## config.mk

```make
export PLATFORM = sky130hd
export DESIGN_NAME = pmswitch_metadata_output_stream
export DESIGN_NICKNAME = d
export VERILOG_FILES = /design/src/rtl/pmswitch_metadata_output_stream.sv
export SDC_FILE = /design/constraint.sdc
export NUM_CORES = 1
export LEC_CHECK = 0
export CORE_UTILIZATION = 45
export DETAILED_ROUTE_END_ITERATION = 8
export GPL_TIMING_DRIVEN = 1
export PLACE_DENSITY = 0.73
export SKIP_LAST_GASP = 1
export SYNTH_ARGS = -nofsm -noshare
export SYNTH_HDL_FRONTEND = slang
export SYNTH_SLANG_ARGS = --single-unit
```

## constraint.sdc

```tcl
create_clock -name aclk -period 4.7 [get_ports aclk]
set_input_delay 0.705 -clock aclk [delete_from_list [all_inputs] [get_ports aclk]]
set_output_delay 0.705 -clock aclk [all_outputs]
set_load 0.01 [all_outputs]
```

## src/rtl/pmswitch_metadata_output_stream.sv

```systemverilog
// PMSwitch metadata output stream.
// Buffers packed {ackCount, PMSwitchOPS, hashedAddress} words in a small FIFO,
// presents the head entry as split fields, and after each popped entry with a
// non-zero ackCount emits that many ack beats tagged with the entry's address.
module pmswitch_metadata_output_stream #(
    parameter int ADDR_W = 32,
    parameter int OPS_W  = 8,
    parameter int ACK_W  = 8,
    parameter int DEPTH  = 4,
    parameter int ACK_EN = 1,
    localparam int META_W = ADDR_W + OPS_W + ACK_W,
    localparam int CNT_W  = $clog2(DEPTH) + 1
) (
    input  logic              aclk,
    input  logic              aresetn,
    input  logic [META_W-1:0] s_meta_tdata,
    input  logic              s_meta_tvalid,
    output logic              s_meta_tready,
    output logic [ADDR_W-1:0] m_addr,
    output logic [OPS_W-1:0]  m_ops,
    output logic [ACK_W-1:0]  m_ack_count,
    output logic              m_valid,
    input  logic              m_ready,
    output logic              ack_valid,
    output logic [ADDR_W-1:0] ack_addr,
    input  logic              ack_ready,
    output logic [CNT_W-1:0]  fifo_count,
    output logic [31:0]       acks_issued
);

    localparam int PTR_W = $clog2(DEPTH);

    typedef enum logic [0:0] {
        IDLE = 1'b0,
        ACK  = 1'b1
    } state_t;

    state_t            state;
    state_t            state_next;

    logic [META_W-1:0] mem [DEPTH];
    logic [PTR_W-1:0]  wr_ptr;
    logic [PTR_W-1:0]  rd_ptr;
    logic [CNT_W-1:0]  count;
    logic [ACK_W-1:0]  rem;
    logic [ADDR_W-1:0] ack_addr_reg;
    logic [31:0]       acks_reg;

    logic [META_W-1:0] head;
    logic [ADDR_W-1:0] head_addr;
    logic [OPS_W-1:0]  head_ops;
    logic [ACK_W-1:0]  head_ack;
    logic              push;
    logic              pop;
    logic              ack_hs;
    logic              enter_ack;

    assign head      = mem[rd_ptr];
    assign head_addr = head[ADDR_W-1:0];
    assign head_ops  = head[ADDR_W+OPS_W-1:ADDR_W];
    assign head_ack  = head[META_W-1:ADDR_W+OPS_W];

    // Full is judged on the registered count only, so a same-cycle pop never
    // opens a full FIFO to a write.
    assign s_meta_tready = (count != CNT_W'(DEPTH));
    assign push          = s_meta_tvalid && s_meta_tready;
    assign pop           = m_valid && m_ready;
    assign ack_hs        = ack_valid && ack_ready;
    assign enter_ack     = pop && (ACK_EN != 0) && (head_ack != '0);

    assign m_addr      = m_valid ? head_addr : '0;
    assign m_ops       = m_valid ? head_ops  : '0;
    assign m_ack_count = m_valid ? head_ack  : '0;
    assign fifo_count  = count;
    assign ack_addr    = ack_addr_reg;
    assign acks_issued = acks_reg;

    // Next-state and handshake outputs: head is hidden while acks are pending.
    always_comb begin
        state_next = state;
        m_valid    = 1'b0;
        ack_valid  = 1'b0;
        case (state)
            IDLE: begin
                m_valid = (count != '0);
                if (enter_ack) begin
                    state_next = ACK;
                end
            end
            ACK: begin
                ack_valid = 1'b1;
                if (ack_hs && (rem == ACK_W'(1))) begin
                    state_next = IDLE;
                end
            end
            default: state_next = IDLE;
        endcase
    end

    // State register.
    always_ff @(posedge aclk) begin
        if (!aresetn) begin
            state <= IDLE;
        end else begin
            state <= state_next;
        end
    end

    // FIFO storage; contents are don't-care until counted, so no reset.
    always_ff @(posedge aclk) begin
        if (push) begin
            mem[wr_ptr] <= s_meta_tdata;
        end
    end

    // FIFO pointers and occupancy; pointers wrap naturally at DEPTH.
    always_ff @(posedge aclk) begin
        if (!aresetn) begin
            wr_ptr <= '0;
            rd_ptr <= '0;
            count  <= '0;
        end else begin
            if (push) begin
                wr_ptr <= wr_ptr + PTR_W'(1);
            end
            if (pop) begin
                rd_ptr <= rd_ptr + PTR_W'(1);
            end
            case ({push, pop})
                2'b10:   count <= count + CNT_W'(1);
                2'b01:   count <= count - CNT_W'(1);
                default: count <= count;
            endcase
        end
    end

    // Ack bookkeeping: latch count/address on entry, count down per handshake.
    always_ff @(posedge aclk) begin
        if (!aresetn) begin
            rem          <= '0;
            ack_addr_reg <= '0;
            acks_reg     <= '0;
        end else begin
            if (enter_ack) begin
                rem          <= head_ack;
                ack_addr_reg <= head_addr;
            end else if (ack_hs) begin
                rem <= rem - ACK_W'(1);
            end
            if (ack_hs) begin
                acks_reg <= acks_reg + 32'd1;
            end
        end
    end

endmodule

```

* After elaboration in Yosys (flattened, before gate mapping)
Memories as Yosys holds them, arrays and structs flattened. A register that Yosys moved wholly into a read port is not among the register bits.
Index checks and enable logic that the tools add are counted.
** Storage, ports and cells
- Register bits :: 80
- RAM bits :: 192
- Bits of input ports :: 53
- Output and inout bits :: 118
- Word-level logic and storage cells :: 43
- Memories kept :: 1
** Memory list
- mem :: depth 4, width 48, read ports 1, clocked after Yosys merged registers in 1, write ports 1, line 41 : logic [META_W-1:0] mem [DEPTH];
** Cells by class
- Add/subtract/negate cells :: 6
- Equal/unequal tests :: 4
- Multiplexer cells :: 15
- Bitwise operators :: 1
- Reduce and logical (&&, ||, !) cells :: 9
** Operator list (number)
- adder 32 x 1 -> 32 bit (second input constant) :: 1
- two-way mux 32 bit :: 1
- two-way mux 8 bit :: 4
- equality test 8 x 1 -> 1 bit (second input constant) :: 1
- nonzero test 8 bit :: 1
- subtractor 8 x 1 -> 8 bit (second input constant) :: 1
- two-way mux 1 bit :: 6
- one-hot mux 3 bit (2 select lines) :: 1
- logical AND 1 bit :: 5
- adder 2 x 1 -> 2 bit (second input constant) :: 2
- two-way mux 2 bit :: 2
- nonzero test 2 bit :: 2
- adder 3 x 1 -> 3 bit (second input constant) :: 1
- inequality test 3 bit (second input constant) :: 1
- nonzero test 3 bit :: 1
- subtractor 3 x 1 -> 3 bit (second input constant) :: 1
- equality test 2 x 1 -> 1 bit (second input constant) :: 1
- equality test 2 bit (second input constant) :: 1
- one-hot mux 1 bit (2 select lines) :: 1
- inverter 1 bit :: 1

* Longest topological paths before layout
- Depth after elaboration :: 6
- Gate-level depth with buffers :: 9
- Gate-level depth less buffers :: 9

* Worst setup path after synthesis
Ideal clock, no wire load.
- Path kind :: input to register
- Start point :: input m_ready
- End point :: register count[2], in the netlist fifo_count[2]
- Library setup time :: 0.071 ns
- Arrival time :: 2.450 ns
- Required time :: 4.629 ns
- Setup slack :: 2.179 ns
- Stages :: 8
- Buffers on the path :: 1
- Cells stage by stage :: nor3b_1 > clkbuf_1 > ha_1 > inv_1 > fa_1 > xor2_1 > or3_1 > a21oi_1
** Between the ends
- Cells in the longest elaborated chain, start to end :: 3
- Elaborated cells on any way between the ends :: 5
- Classes of those cells :: 2 x eq/ne; 1 x mux; 2 x reduce/logical
** Ends and longest elaborated chain
- start, declared :: line 23 : input logic m_ready,
- logical AND 1 bit * :: line 67 : assign pop = m_valid && m_ready;
- net pop :: line 54 : logic pop;
- equality test 2 x 1 -> 1 bit or equality test 2 bit (tied branches) :: line 129 : case ({push, pop})
- one-hot mux 3 bit (2 select lines) or nonzero test 2 bit (tied branches)
- end signal, assigned :: line 130 : 2'b10: count <= count + CNT_W'(1);
- end signal, assigned :: line 131 : 2'b01: count <= count - CNT_W'(1);
- end signal, assigned :: line 132 : default: count <= count;
- end, declared :: line 44 : logic [CNT_W-1:0] count;
The timed path passes the listed nets; every way through them passes the cells marked *.
A chain may end at the register's enable or synchronous reset.

==> run metrics <==
vias post-DR=6,636; # resized after CTS=0; CTS tree=yes; Crit Path Category=reg2out; Syn Nets=794; Worst EP arrival=2.92 ns; Sequential Area=7410 sq um; maxcap violations=0; Nets=961; setup bufs post-CTS=0; Pwr Density=553 nW/um^2; Synth Cell Area=11,000 sq um; Syn Inst Count=732; Placer Congestion=0.750; clock sinks=274; GRT overflow=0; worst hold start=ack_addr[12]; synthesis-to-finish area growth=27.4%; biggest area consumer among synthesized cells=edfxtp_1; Max Clock Skew=0.0112 ns; # setup viols final=0; io pins=171; via-per-instance ratio=5.35; Post-Route WL=23,400 um; placed cells=1,187; Post-Syn Area per Cell=15.0 sq um; Fillers=1,832; WL/cell=18.8 um; Slew @ Worst Pin=1.05 ns; cells along the critical path=mux4_2 > and2_1 > clkdlybuf4s50_1; # diodes=0; Worst slew margin=0.296; TritonCTS Buffers=29; Setup crit end kind=output pin; Yosys reg bits=274; initial antenna violation count=0; Non-Filler Instances=1,241; final hold vios=0; status=finished, final reports clean; Post-synth top flop=edfxtp_1; number of synthesized flops with an enable pin=192; count leader, synth=edfxtp_1; CP max FO=48; hold buffers post-CTS=0; sequential element share of the synthesized area=0.673; share of the synthesized area in the top cell type=0.524; DRT Pass-1 Iters=5; clk root buf=clkbuf_16; Die Ht=158 um; top post-synthesis cells by count=192 x edfxtp_1, 82 x dfxtp_1, 79 x nand2_1; Worst setup SP type=flop; gr usage total=0.189; standard-cell row count=56; H-Tree Depth=1; worst skew pair latency=0.54 ns; first-pass GRT wire length=36,000 um; Slew Limit Fails=0; pin count of the biggest net entering global routing=78; die area=25,100 sq um; layout cell share with drive strength beyond 1=0.137; Netlist cell types=42; Antenna Nets Post-Route=0; DRC=0; fraction of registers with async set or reset after synthesis=0; number of global-route vias before repair=6,555; Peak VDD IR=371 uV; Synth area leaders=edfxtp_1 52%, dfxtp_1 15%, mux4_2 9.8%; Port Buf Inserts=170; crit share post-route=0.771; CP max stage delay=1.02 ns; Core Region=23,800 sq um; CTS clk-pin slew, worst paths=0.06 ns; Lkg Pwr=4.57 nW; setup TNS=0 ns; detailed placement HPWL=14,500 um; RSZ-0062 raised after global routing=false; DIE WIDTH=158 um; Initial Utilization=0.463; Yosys warning total=0; Max Fclk=276 MHz; crit path time final=3.63 ns; worst endpoint required time=3.99 ns; slowest CP cell=dfxtp_4; max reg flops=192; number of buffers on the longest clock path=3; initial drt markers=572; worst min path class=reg2reg; multi-input logic area=3370 sq um
[cell type report]
| cell class | count | share of cell area |
|---|---|---|
| clock inverter | 17 | 0.0161 |
| sequential | 274 | 0.528 |
| tap | 319 | 0.0285 |
| clock buffer | 37 | 0.0574 |
| timing repair buffer | 179 | 0.126 |
| inverter | 14 | 0.00375 |
| multi-input combinational | 401 | 0.240 |
[cells in the final DEF (no fill, tap or decap), types with 12 or more instances in the layout]
cell	instances
edfxtp_1	192
a21oi_1	25
nand4_1	14
clkdlybuf4s50_1	169
or4_1	12
dfxtp_1	80
clkbuf_16	29
inv_1	13
mux4_2	48
nand3_1	18
nand2_1	79
nor2_1	18
and2_1	51
mux2i_1	34
[path summary, 6_finish.rpt]
check                   end  slack, ns  depth (start not counted)
max          m_ack_count[1]       1.07                          3
min            ack_addr[12]       0.46                          2
max reg2reg           state       1.64                          5
min reg2reg    ack_addr[12]       0.46                          2
[power by group]
group / switching [mW] / internal, mW
Sequential: 0.275 / 2.91
Clock: 0.921 / 1.49
Combinational: 0.981 / 1.19
[critical path, delay by kind of cell (launching register included)]
family	cells	cell delay, ns
simple gates	1	0.19
flops	1	1.02
mux	1	0.67
buf+inv	1	0.49
[metrics by stage]
stage                      util  instance area (sq um)  setup WS [ns]  total power [mW]  hold slack [ns]
after floorplan               -                  11000           2.18              4.41            0.469
after global placement    0.547                  13000           1.58              5.40            0.444
after detailed placement  0.547                  13000           1.53              5.43            0.446
after CTS                 0.590                  14000          0.970              7.85            0.457
after global routing      0.590                  14000          0.888              8.14            0.473
final                     0.590                  14000           1.07              7.76            0.456
[layer usage]
layer / track usage / wire length, um / vias to the layer above
met3: 0.0381 / 1650 / 34
li1: - / - / 3114
met4: 0.0485 / 377 / 0
met5: 0 / 0 / -
met1: 0.254 / 9910 / 3269
met2: 0.314 / 11400 / 219
[kinds of logic after synthesis]
family,after synthesis,synth area share
adder cells (fa/ha/maj),9,0.0109
buffers and inverters,57,0.0231
AND/OR/NAND/NOR,233,0.114
multiplexers,82,0.129
flip-flops,274,0.673
XOR/XNOR,20,0.0159
AO/OA/AOI/OAI,57,0.0343
(Power assumes the default switching activity.)
